==> config.mk <==
export PLATFORM = sky130hd
export DESIGN_NAME = ps2_rx
export DESIGN_NICKNAME = d
export VERILOG_FILES = /design/src/rtl/ps2_rx.sv
export SDC_FILE = /design/constraint.sdc
export NUM_CORES = 1
export LEC_CHECK = 0
export CORE_UTILIZATION = 35
export CTS_BUF_LIST = sky130_fd_sc_hd__clkbuf_8
export CTS_CLUSTER_SIZE = 14
export DETAILED_ROUTE_END_ITERATION = 10
export PLACE_DENSITY_LB_ADDON = 0.3
export SLEW_MARGIN = 20
export SYNTH_ARGS = -nofsm -noshare
export SYNTH_HDL_FRONTEND = slang
export SYNTH_SLANG_ARGS = --single-unit
==> constraint.sdc <==
create_clock -name clk -period 2.7 [get_ports clk]
set_input_delay 0.54 -clock clk [delete_from_list [all_inputs] [get_ports clk]]
set_output_delay 0.54 -clock clk [all_outputs]
set_load 0.02 [all_outputs]
==> src/rtl/ps2_rx.sv <==
// ps2_rx: PS/2 device-to-host receiver with clock glitch filter, frame checking and FWFT byte FIFO
module ps2_rx #(
  parameter int FILTER     = 8,
  parameter int TIMEOUT    = 20000,
  parameter int DEPTH_LOG2 = 3
) (
  input  logic       clk,
  input  logic       res,
  input  logic       ps2_clk,
  input  logic       ps2_data,
  output logic [7:0] data,
  output logic       valid,
  input  logic       ack,
  output logic       frame_error,
  output logic       overflow,
  input  logic       err_clr
);
  typedef enum logic [1:0] {IDLE, RECV, CHECK} state_t;
  logic [1:0] cs_q, ds_q;
  logic [7:0] fcnt_q, fcnt_d;
  logic fclk_q, fclk_d, fprev_q, fall_q;
  state_t st_q, st_d;
  logic [3:0] bit_q, bit_d;
  logic [7:0] sh_q, sh_d;
  logic par_q, par_d, stop_q, stop_d;
  logic [15:0] tcnt_q, tcnt_d;
  logic to_q, to_d;
  logic [7:0] mem_q [2**DEPTH_LOG2];
  logic [DEPTH_LOG2:0] wp_q, wp_d, rp_q, rp_d;
  logic ovf_q, ovf_d;
  logic din, differ, ok, push, pop, full, empty, wr;
  assign din    = ds_q[1];
  assign differ = cs_q[1] != fclk_q;
  always_comb begin
    fcnt_d = differ ? fcnt_q + 8'd1 : 8'd0;
    fclk_d = fclk_q;
    if (differ && fcnt_q == 8'(FILTER - 1)) begin
      fclk_d = cs_q[1];
      fcnt_d = 8'd0;
    end
  end
  always_comb begin
    st_d   = st_q;
    bit_d  = bit_q;
    sh_d   = sh_q;
    par_d  = par_q;
    stop_d = stop_q;
    tcnt_d = 16'd0;
    to_d   = 1'b0;
    case (st_q)
      IDLE: if (fall_q && !din) begin
        st_d  = RECV;
        bit_d = 4'd1;
      end
      RECV: if (fall_q) begin
        bit_d = bit_q + 4'd1;
        if (bit_q <= 4'd8) sh_d = {din, sh_q[7:1]};
        if (bit_q == 4'd9) par_d = din;
        if (bit_q == 4'd10) begin
          stop_d = din;
          st_d   = CHECK;
        end
      end else if (tcnt_q == 16'(TIMEOUT - 1)) begin
        st_d = IDLE;
        to_d = 1'b1;
      end else tcnt_d = tcnt_q + 16'd1;
      default: st_d = IDLE;
    endcase
  end
  // Odd parity across data and parity bit, plus a high stop bit
  assign ok          = stop_q & ^{sh_q, par_q};
  assign push        = st_q == CHECK && ok;
  assign frame_error = (st_q == CHECK && !ok) || to_q;
  assign empty = wp_q == rp_q;
  assign full  = wp_q[DEPTH_LOG2] != rp_q[DEPTH_LOG2] && wp_q[DEPTH_LOG2-1:0] == rp_q[DEPTH_LOG2-1:0];
  assign pop   = ack & ~empty;
  assign wr    = push & (~full | pop);
  always_comb begin
    wp_d  = wp_q + (DEPTH_LOG2+1)'(wr);
    rp_d  = rp_q + (DEPTH_LOG2+1)'(pop);
    ovf_d = (push & full & ~pop) | (ovf_q & ~err_clr);
  end
  assign valid    = ~empty;
  assign data     = valid ? mem_q[rp_q[DEPTH_LOG2-1:0]] : 8'h00;
  assign overflow = ovf_q;
  always_ff @(posedge clk) if (wr) mem_q[wp_q[DEPTH_LOG2-1:0]] <= sh_q;
  always_ff @(posedge clk or posedge res) begin
    if (res) begin
      cs_q    <= 2'b11;
      ds_q    <= 2'b11;
      fcnt_q  <= 8'd0;
      fclk_q  <= 1'b1;
      fprev_q <= 1'b1;
      fall_q  <= 1'b0;
      st_q    <= IDLE;
      bit_q   <= 4'd0;
      sh_q    <= 8'd0;
      par_q   <= 1'b0;
      stop_q  <= 1'b0;
      tcnt_q  <= 16'd0;
      to_q    <= 1'b0;
      wp_q    <= '0;
      rp_q    <= '0;
      ovf_q   <= 1'b0;
    end else begin
      cs_q    <= {cs_q[0], ps2_clk};
      ds_q    <= {ds_q[0], ps2_data};
      fcnt_q  <= fcnt_d;
      fclk_q  <= fclk_d;
      fprev_q <= fclk_q;
      fall_q  <= fprev_q & ~fclk_q;
      st_q    <= st_d;
      bit_q   <= bit_d;
      sh_q    <= sh_d;
      par_q   <= par_d;
      stop_q  <= stop_d;
      tcnt_q  <= tcnt_d;
      to_q    <= to_d;
      wp_q    <= wp_d;
      rp_q    <= rp_d;
      ovf_q   <= ovf_d;
    end
  end
endmodule
## Word level (Yosys, flattened, before mapping)

Memories as Yosys holds them, arrays and structs flattened.
Index checks and enable logic that the tools add are counted.

| storage, ports and cells | value |
|---|---|
| register bits after elaboration | 57 |
| memories | 1 |
| output and inout port bits | 11 |
| input bits | 6 |
| bits in writable memories | 64 |
| word-level logic and storage cells | 86 |

| cells by class | value |
|---|---|
| mux-type cells | 19 |
| reduce and logical (&&, ||, !) cells | 16 |
| equality and inequality tests | 14 |
| order comparisons | 1 |
| add/sub/neg operators | 5 |
| bitwise operators | 14 |

Memory list:

| name | words | bits a word | rd ports | clocked after Yosys merged registers in | wr ports | RTL line | source |
|---|---|---|---|---|---|---|---|
| mem_q | 8 | 8 | 1 | 0 | 1 | 28 | `logic [7:0] mem_q [2**DEPTH_LOG2];` |

Operators by type and width:

| cell | number |
|---|---|
| 16-bit two-way mux | 3 |
| 8-bit two-way mux | 3 |
| 16-bit by 1-bit adder with 16-bit output, second input constant | 1 |
| 16-bit by 15-bit == test with 1-bit output, second input constant | 1 |
| 3-bit AND reduction | 5 |
| 9-bit XOR reduction | 1 |
| 4-bit by 1-bit adder with 4-bit output | 2 |
| 8-bit by 1-bit adder with 8-bit output, second input constant | 1 |
| 4-bit == test, second input constant | 2 |
| 8-bit by 3-bit == test with 1-bit output, second input constant | 1 |
| 2-bit two-way mux | 4 |
| 4-bit two-way mux | 2 |
| 4-bit case mux with 2 select lines | 1 |
| 1-bit bitwise AND | 7 |
| 3-bit != test, second input constant | 2 |
| 1-bit logical AND | 5 |
| 1-bit two-way mux | 5 |
| 1-bit NOT | 5 |
| 4-bit by 1-bit adder with 4-bit output, second input constant | 1 |
| 4-bit == test | 1 |
| 4-bit <= comparator, second input constant | 1 |
| 2-bit != test, second input constant | 2 |
| 2-bit case mux with 2 select lines | 1 |
| 3-bit == test | 1 |
| other kinds (8) | 11 |

## Depth between registers and ports, before layout

Gate-level depths: netlist (run 1).

| depth | value |
|---|---|
| word-level depth | 7 |
| mapped depth | 9 |

## Worst setup path after synthesis (run 1)

Ideal clock, no wire load.

| path | value |
|---|---|
| path type | reg-to-reg |
| start | register sh_q[1] |
| end | memory mem_q[2][0] (enable) |
| library setup time | 395 ps |
| clock period less this slack | 2,651 ps |
| path slack | 49 ps |
| data required time | 2,305 ps |
| arrival | 2,256 ps |
| cell stages (with the launch flop) | 5 |
| path buffers | 0 |
| cells stage by stage | dfrtp_1 xor2_1 xnor3_2 xor2_2 nor4_1 |

| on the way | value |
|---|---|
| cells in the longest elaborated chain, start to end | 6 |

RTL lines:

| item | RTL line | source |
|---|---|---|
| start, declared | 24 | `logic [7:0] sh_q, sh_d;` |
| start signal, assigned | 97 | `sh_q <= 8'd0;` |
| start signal, assigned | 114 | `sh_q <= sh_d;` |
| 9-bit XOR reduction | 71 | `assign ok = stop_q & ^{sh_q, par_q};` |
| 1-bit bitwise AND | 71 |  |
| 1-bit logical AND | 72 | `assign push = st_q == CHECK && ok;` |
| 1-bit bitwise AND | 77 | `assign wr = push & (~full \| pop);` |
| 1-bit two-way mux | 86 | `always_ff @(posedge clk) if (wr) mem_q[wp_q[DEPTH_LOG2-1:0]] <= sh_q;` |
| 1-bit two-way mux (implied by the code) | 86 |  |
| end, declared | 28 |  |

Every way passes these cells.

## Worst setup path after layout (run 1)

| path | value |
|---|---|
| start | register rp_q[0] |
| end | output data[7] |

| on the way | value |
|---|---|
| cells in the longest elaborated chain, start to end | 2 |
| elaborated cells between the ends (all ways) | 3 |
| those cells by class | 1 x eq/ne; 1 x mux; 1 x memory |

RTL lines:

| item | RTL line | source |
|---|---|---|
| start, declared | 29 | `logic [DEPTH_LOG2:0] wp_q, wp_d, rp_q, rp_d;` |
| start signal, assigned | 120 | `rp_q <= rp_d;` |
| memory 8 x 8 bit / 4-bit == test (equally long branches) | n/a |  |
| 8-bit two-way mux * | 84 | `assign data = valid ? mem_q[rp_q[DEPTH_LOG2-1:0]] : 8'h00;` |
| end, declared | 11 | `output logic [7:0] data,` |

Every way passes the cells marked *; elsewhere a longest branch is shown, timed or not.

==> impl_metrics.toml, run 1 <==
[run_status]
status = "completed"

[power_and_ir_drop]
ir_worst_vdd_uv = 610.3
combPwrFrac_pct = 22.2
power_per_cell_area_nw_per_um2 = 813.0
clockPowerShare_pct = 33.1
p_sw_share_pct = 29.38
p_int_uw = 3527
total_power_uw = 4993
power_frac_seq_pct = 44.6
p_leak_uw = 0.002352
p_switching_uw = 1467

[worst_setup_path]
cp-end-kind = "output port"
crit_path_start_kind = "flip-flop"
path_class = "reg2out"
path_max_fanout = 8
arrival_ps = 2050
crit_required_ps = 2160

[clocking]
cts_max_path_buffers = 2
htree_num_levels = 4
clock_sinks = 121
cts-root-buf = "clkbuf_8"
clk_pin_slew_ps = 70
cts_tree = "built"
clock_latency_ps = 430
cts_hold_buffers = 0
cts_made_buffers = 17

[sta]
skew_ps = 8.717
hold_violations = 0
worst_pin_slew_ps = 597.4
slew_headroom_pct = 60.17
drv_slew = 0
max_freq_mhz = 385.8
whs_ps = 362.9
rsz0062_at_grt = "true"
finalCriticalPeriod_ps = 2592
final.setup.tns_ps = 0
fin_crit_sh_pct = 96.00
setup_viol = 0

[grt]
grt_pass1_vias = 2981
overflow = 0
grt_max_degree = 38
grtUsageTotal_pct = 13.88
grt_pass1_wl_um = 15290
antenna_found_initial = 0

[final_layout]
layout-drive-gt1-share_pct = 25.18
fin_cells = 589
nNetsFinal = 412
post-route-util_pct = 43.57
area_growth_pct = 19.64
diodes = 0
fillCellCount = 1286
final-seq-area_um2 = 3357
multiInputGateArea_um2 = 1723

[synthesis]
synth_area_per_cell_um2 = 14.75
syn-num-nets = 364
synthDistinctLibCells = 40
synth-edff-count = 64
synthArstFlopShare_pct = 47.11
yosysSeqAreaShare_pct = 65.37
synth_seq_cells = 121
synthFlopType = "edfxtp_1"
synth_area_um2 = 5134
ys_warn_count = 0
netlist_instances = 348

[floorplan]
die_area_um2 = 15160
dieWidth_um = 123.1
fp-row-count = 43
ioPinCount = 17
start_util_pct = 36.42
die_h_um = 123.1
core_region_area_um2 = 14100

[worst_hold_path]
hold_path.class = "reg2reg"

[route]
dr_total_vias = 2838
wl_um = 9031
postRouteAntennaNets = 0
viasPerCell = 4.818
drt_iter0_markers = 151
drcViolationCount = 0
post_drt_wl_per_cell_um = 15.33
first_pass_iters = 4

[place]
dp_hpwl_um = 5752
gp_congestion = 0.7576
numPlacedInstances = 555
numPortBuffers = 16

[job]
drv_cap = 0
==> power groups by stage <==
stage               sequential (uW)  combinational, uW  clock [uW]
global placement               2250               1080           0
floorplan                      2210                764           0
finish                         2230               1110        1660
detailed placement             2250               1100           0
CTS                            2220               1080        1700
global route                   2250               1240        1770
==> cells by family (layout without fill, tap and decap cells) <==
logic type | after synthesis | after routing | share of synthesized area, %
AOI/OAI and AO/OA | 14 | 14 | 2.047
xor gates and xnor gates | 35 | 35 | 6.410
adders and majority gates | 10 | 10 | 2.437
buffers and inverters | 22 | 83 | 1.730
DFF | 121 | 121 | 65.37
muxes | 34 | 34 | 10.77
and+or+nand+nor | 112 | 112 | 11.24
==> synthesized netlist by cell type (all sizes together) (2+ instances only) <==
cell type,count,area share (%)
nor2,37,2.7
xor2,16,2.9
dfrtp,51,25
a22o,2,0.34
nor2b,6,0.73
nand2,15,1.1
nand3,14,1.4
nand2b,4,0.49
nor3,4,0.39
ha,10,2.4
mux4,16,7.0
a21oi,2,0.27
or4,2,0.29
xnor2,18,3.1
o21ai,6,0.58
inv,11,0.80
nor4b,3,0.63
edfxtp,64,37
and4,2,0.34
nor4,9,1.1
and3,5,0.61
nand4,7,0.85
buf,6,0.54
clkbuf,5,0.39
mux2,10,2.2
or3,2,0.24
mux2i,8,1.6
dfstp,6,3.1
==> worst max-delay path, cell delays in order, from the launching register on <==
cell and delay, ps:
dfrtp_2 440, buf_12 160, mux4_2 490, mux2i_1 190, nor2_1 70, clkdlybuf4s15_1 280
==> registers in the layout, indices dropped and copies added (netlist names) <==
name and cells:
mem_q 64, tcnt_q 16, fcnt_q 8, sh_q 8
bit_q 4, rp_q 4, wp_q 4, cs_q 2
ds_q 2, st_q 2, fall_q 1, fclk_q 1
fprev_q 1, overflow 1, par_q 1, stop_q 1
to_q 1
==> cell type report <==
cell class	count	share of cell area [%]
Tap cell	180	3.667
Multi-Input combinational cell	205	28.05
Sequential cell	121	54.65
Clock buffer	17	3.809
Inverter	11	0.6722
Clock inverter	15	2.852
Timing Repair Buffer	40	6.295
==> layout by cell type, fill, tap and decap left out, types with 6 or more instances in the layout <==
cell type        netlist  final
xnor2_1               18     18
xor2_1                15     15
nor4_1                 9      9
ha_1                  10     10
nand4_1                7      7
mux4_2                16     16
clkdlybuf4s50_1        0      6
dfstp_2                6      6
nor2_1                37     37
inv_1                 11     10
dfrtp_1               51     50
clkbuf_8               0     17
o21ai_0                6      6
mux2_2                10     10
mux2i_1                8      8
nand2_1               15     15
nand3_1               14     13
buf_4                  0     19
edfxtp_1              64     64
==> metal layers <==
| layer | part of all wire, % | up-vias | GRT usage (%) |
|---|---|---|---|
| met4 | 1.6 | 0 | 5.873 |
| met3 | 3.6 | 10 | 3.875 |
| li1 | - | 1379 | - |
| met2 | 50 | 41 | 22.79 |
| met1 | 45 | 1408 | 17.22 |
| met5 | 0 | - | 0 |
==> worst paths after layout <==
kind                            cells past startpoint     from  slack [ps]        end
min in group asynchronous                           2      res         430  tcnt_q[9]
worst min register to register                      0  cs_q[0]         360    cs_q[1]
worst max-delay path                                5  rp_q[0]         110    data[7]
worst min-delay path                                0  cs_q[0]         360    cs_q[1]
max in group asynchronous                           3      res        1650    cs_q[1]
worst max register to register                      8  sh_q[4]         340    wp_q[2]
==> repair_timing <==
item,4_1_cts,5_1_grt
pin swaps,1,3
buffers inserted,0,1
resized for setup,16,16
endpoints found under the setup margin,10,8
gates cloned,0,1
==> through the flow <==
| step | setup slack, ps | cell area (um2) |
|---|---|---|
| after CTS | 1.460 | 6078 |
| final | 108.1 | 6142 |
| after floorplan | 49.28 | 5134 |
| after detailed placement | -8.844 | 5674 |
| after global placement | -40.59 | 5674 |
| after global routing | -1.086 | 6142 |
No activity file was read; power rests on OpenSTA's default activity.
==> run 2, diff against run 1 <==
- TNS_END_PERCENT: default -> 10
==> impl_metrics.toml, run 2 (synthesis results as in run 1) <==
[grt]
grt_pass1_vias = 2981
antenna_found_initial = 0
grt_max_degree = 38
overflow = 0
grtUsageTotal_pct = 13.88
grt_pass1_wl_um = 15290

[worst_setup_path]
crit_chain = "buf_12 -> mux4_2 -> mux2i_1 -> nor2_1 -> clkdlybuf4s15_1"
path_max_fanout = 8
crit_path_start_kind = "flip-flop"
cp-end-kind = "output port"
path_class = "reg2out"
worst_path_max_delay_cell = "mux4_2"
cp_slowest_stage_delay_ps = 490
arrival_ps = 2050
crit_required_ps = 2160

[route]
dr_total_vias = 2838
post_drt_wl_per_cell_um = 15.33
first_pass_iters = 4
postRouteAntennaNets = 0
drcViolationCount = 0
wl_um = 9031
drt_iter0_markers = 148
viasPerCell = 4.818

[power_and_ir_drop]
power_per_cell_area_nw_per_um2 = 813.0
power_frac_seq_pct = 44.6
p_switching_uw = 1467
p_int_uw = 3527
combPwrFrac_pct = 22.2
total_power_uw = 4993
p_leak_uw = 0.002352
clockPowerShare_pct = 33.1
ir_worst_vdd_uv = 610.3
p_sw_share_pct = 29.38

[final_layout]
nNetsFinal = 412
largest_reg_flops = 64
area_growth_pct = 19.64
final_common_cell = "edfxtp_1"
layout-drive-gt1-share_pct = 25.18
diodes = 0
layout_common_cells = "64 x edfxtp_1, 50 x dfrtp_1, 37 x nor2_1, 19 x buf_4, 18 x xnor2_1"

[floorplan]
dieWidth_um = 123.1
die_area_um2 = 15160
die_h_um = 123.1
fp-row-count = 43
core_region_area_um2 = 14100
ioPinCount = 17
start_util_pct = 36.42

[sta]
rsz0062_at_grt = "true"
worst_pin_slew_ps = 597.4
drv_slew = 0
slew_headroom_pct = 60.18
fin_crit_sh_pct = 96.00
hold_violations = 0
skew_ps = 8.717
setup_viol = 0
finalCriticalPeriod_ps = 2592
max_freq_mhz = 385.8
whs_ps = 362.9

[worst_hold_path]
hold_path.class = "reg2reg"

[clocking]
cts_hold_buffers = 0
cts_tree = "built"
clock_latency_ps = 430
htree_num_levels = 4
cts_made_buffers = 17
clk_pin_slew_ps = 70
cts_max_path_buffers = 2
cts-root-buf = "clkbuf_8"
clock_sinks = 121

[place]
gp_congestion = 0.7576
dp_hpwl_um = 5752
numPortBuffers = 16

[run_status]
status = "completed"

[job]
drv_cap = 0
==> run 2: cell counts in the layout (fill, tap and decap cells not counted) <==
Identical to the previous run, type by type.
==> run 2: final timing paths <==
check                         from  slack (ps)  cells after the start   endpoint
setup / recovery           rp_q[0]         110                      5    data[7]
hold / removal             cs_q[0]         360                      0    cs_q[1]
setup reg to reg           sh_q[4]         340                      8    wp_q[2]
hold reg to reg            cs_q[0]         360                      0    cs_q[1]
max in group asynchronous      res        1650                      3    cs_q[1]
min in group asynchronous      res         430                      2  tcnt_q[9]
==> run 2: critical path: cells and delay by family (launching register included) <==
kind | cells | cell delay [ps]
buffers and inverters | 2 | 440
multiplexers | 2 | 680
AND/OR/NAND/NOR | 1 | 70
flip-flops | 1 | 440
==> run 2: power groups by stage <==
stage	combinational, uW	sequential, uW	clock [uW]
2_1_floorplan	764	2210	0
3_3_place_gp	1080	2250	0
3_5_place_dp	1100	2250	0
4_1_cts	1080	2220	1700
5_1_grt	1240	2250	1770
6_report	1110	2230	1660
==> run 2: timing repair <==
action,4_1_cts,5_1_grt
resized for setup,16,16
pin swaps,1,3
cloned,0,1
endpoints found under the setup margin,10,8
setup buffers,0,1
==> run 2: final cells by class <==
class                           instances  area (um2)
Fill cell                            1286        7954
Sequential cell                       121        3357
Multi-Input combinational cell        205        1723
Timing Repair Buffer                   40       386.6
Clock buffer                           17       234.0
Tap cell                              180       225.2
Clock inverter                         15       175.2
Inverter                               11       41.29
==> run 2: metal layers <==
metal	vias up	track usage (%)	wire, um
li1	1379	-	-
met1	1408	17.22	4084
met2	41	22.79	4477
met3	10	3.875	324
met4	0	5.873	146
met5	-	0	0
==> run 2: stage by stage <==
stage	worst slack [ps]	setup TNS, ps	cell area [um2]	cells	utilization [%]
after global routing	-1.086	-1.086	6142	589	43.57
final	108.1	0	6142	589	43.57
after global placement	-40.59	-40.59	5674	555	40.25
after CTS	1.460	0	6078	587	43.12
after floorplan	49.28	0	5134	348	-
after detailed placement	-8.844	-8.844	5674	555	40.25
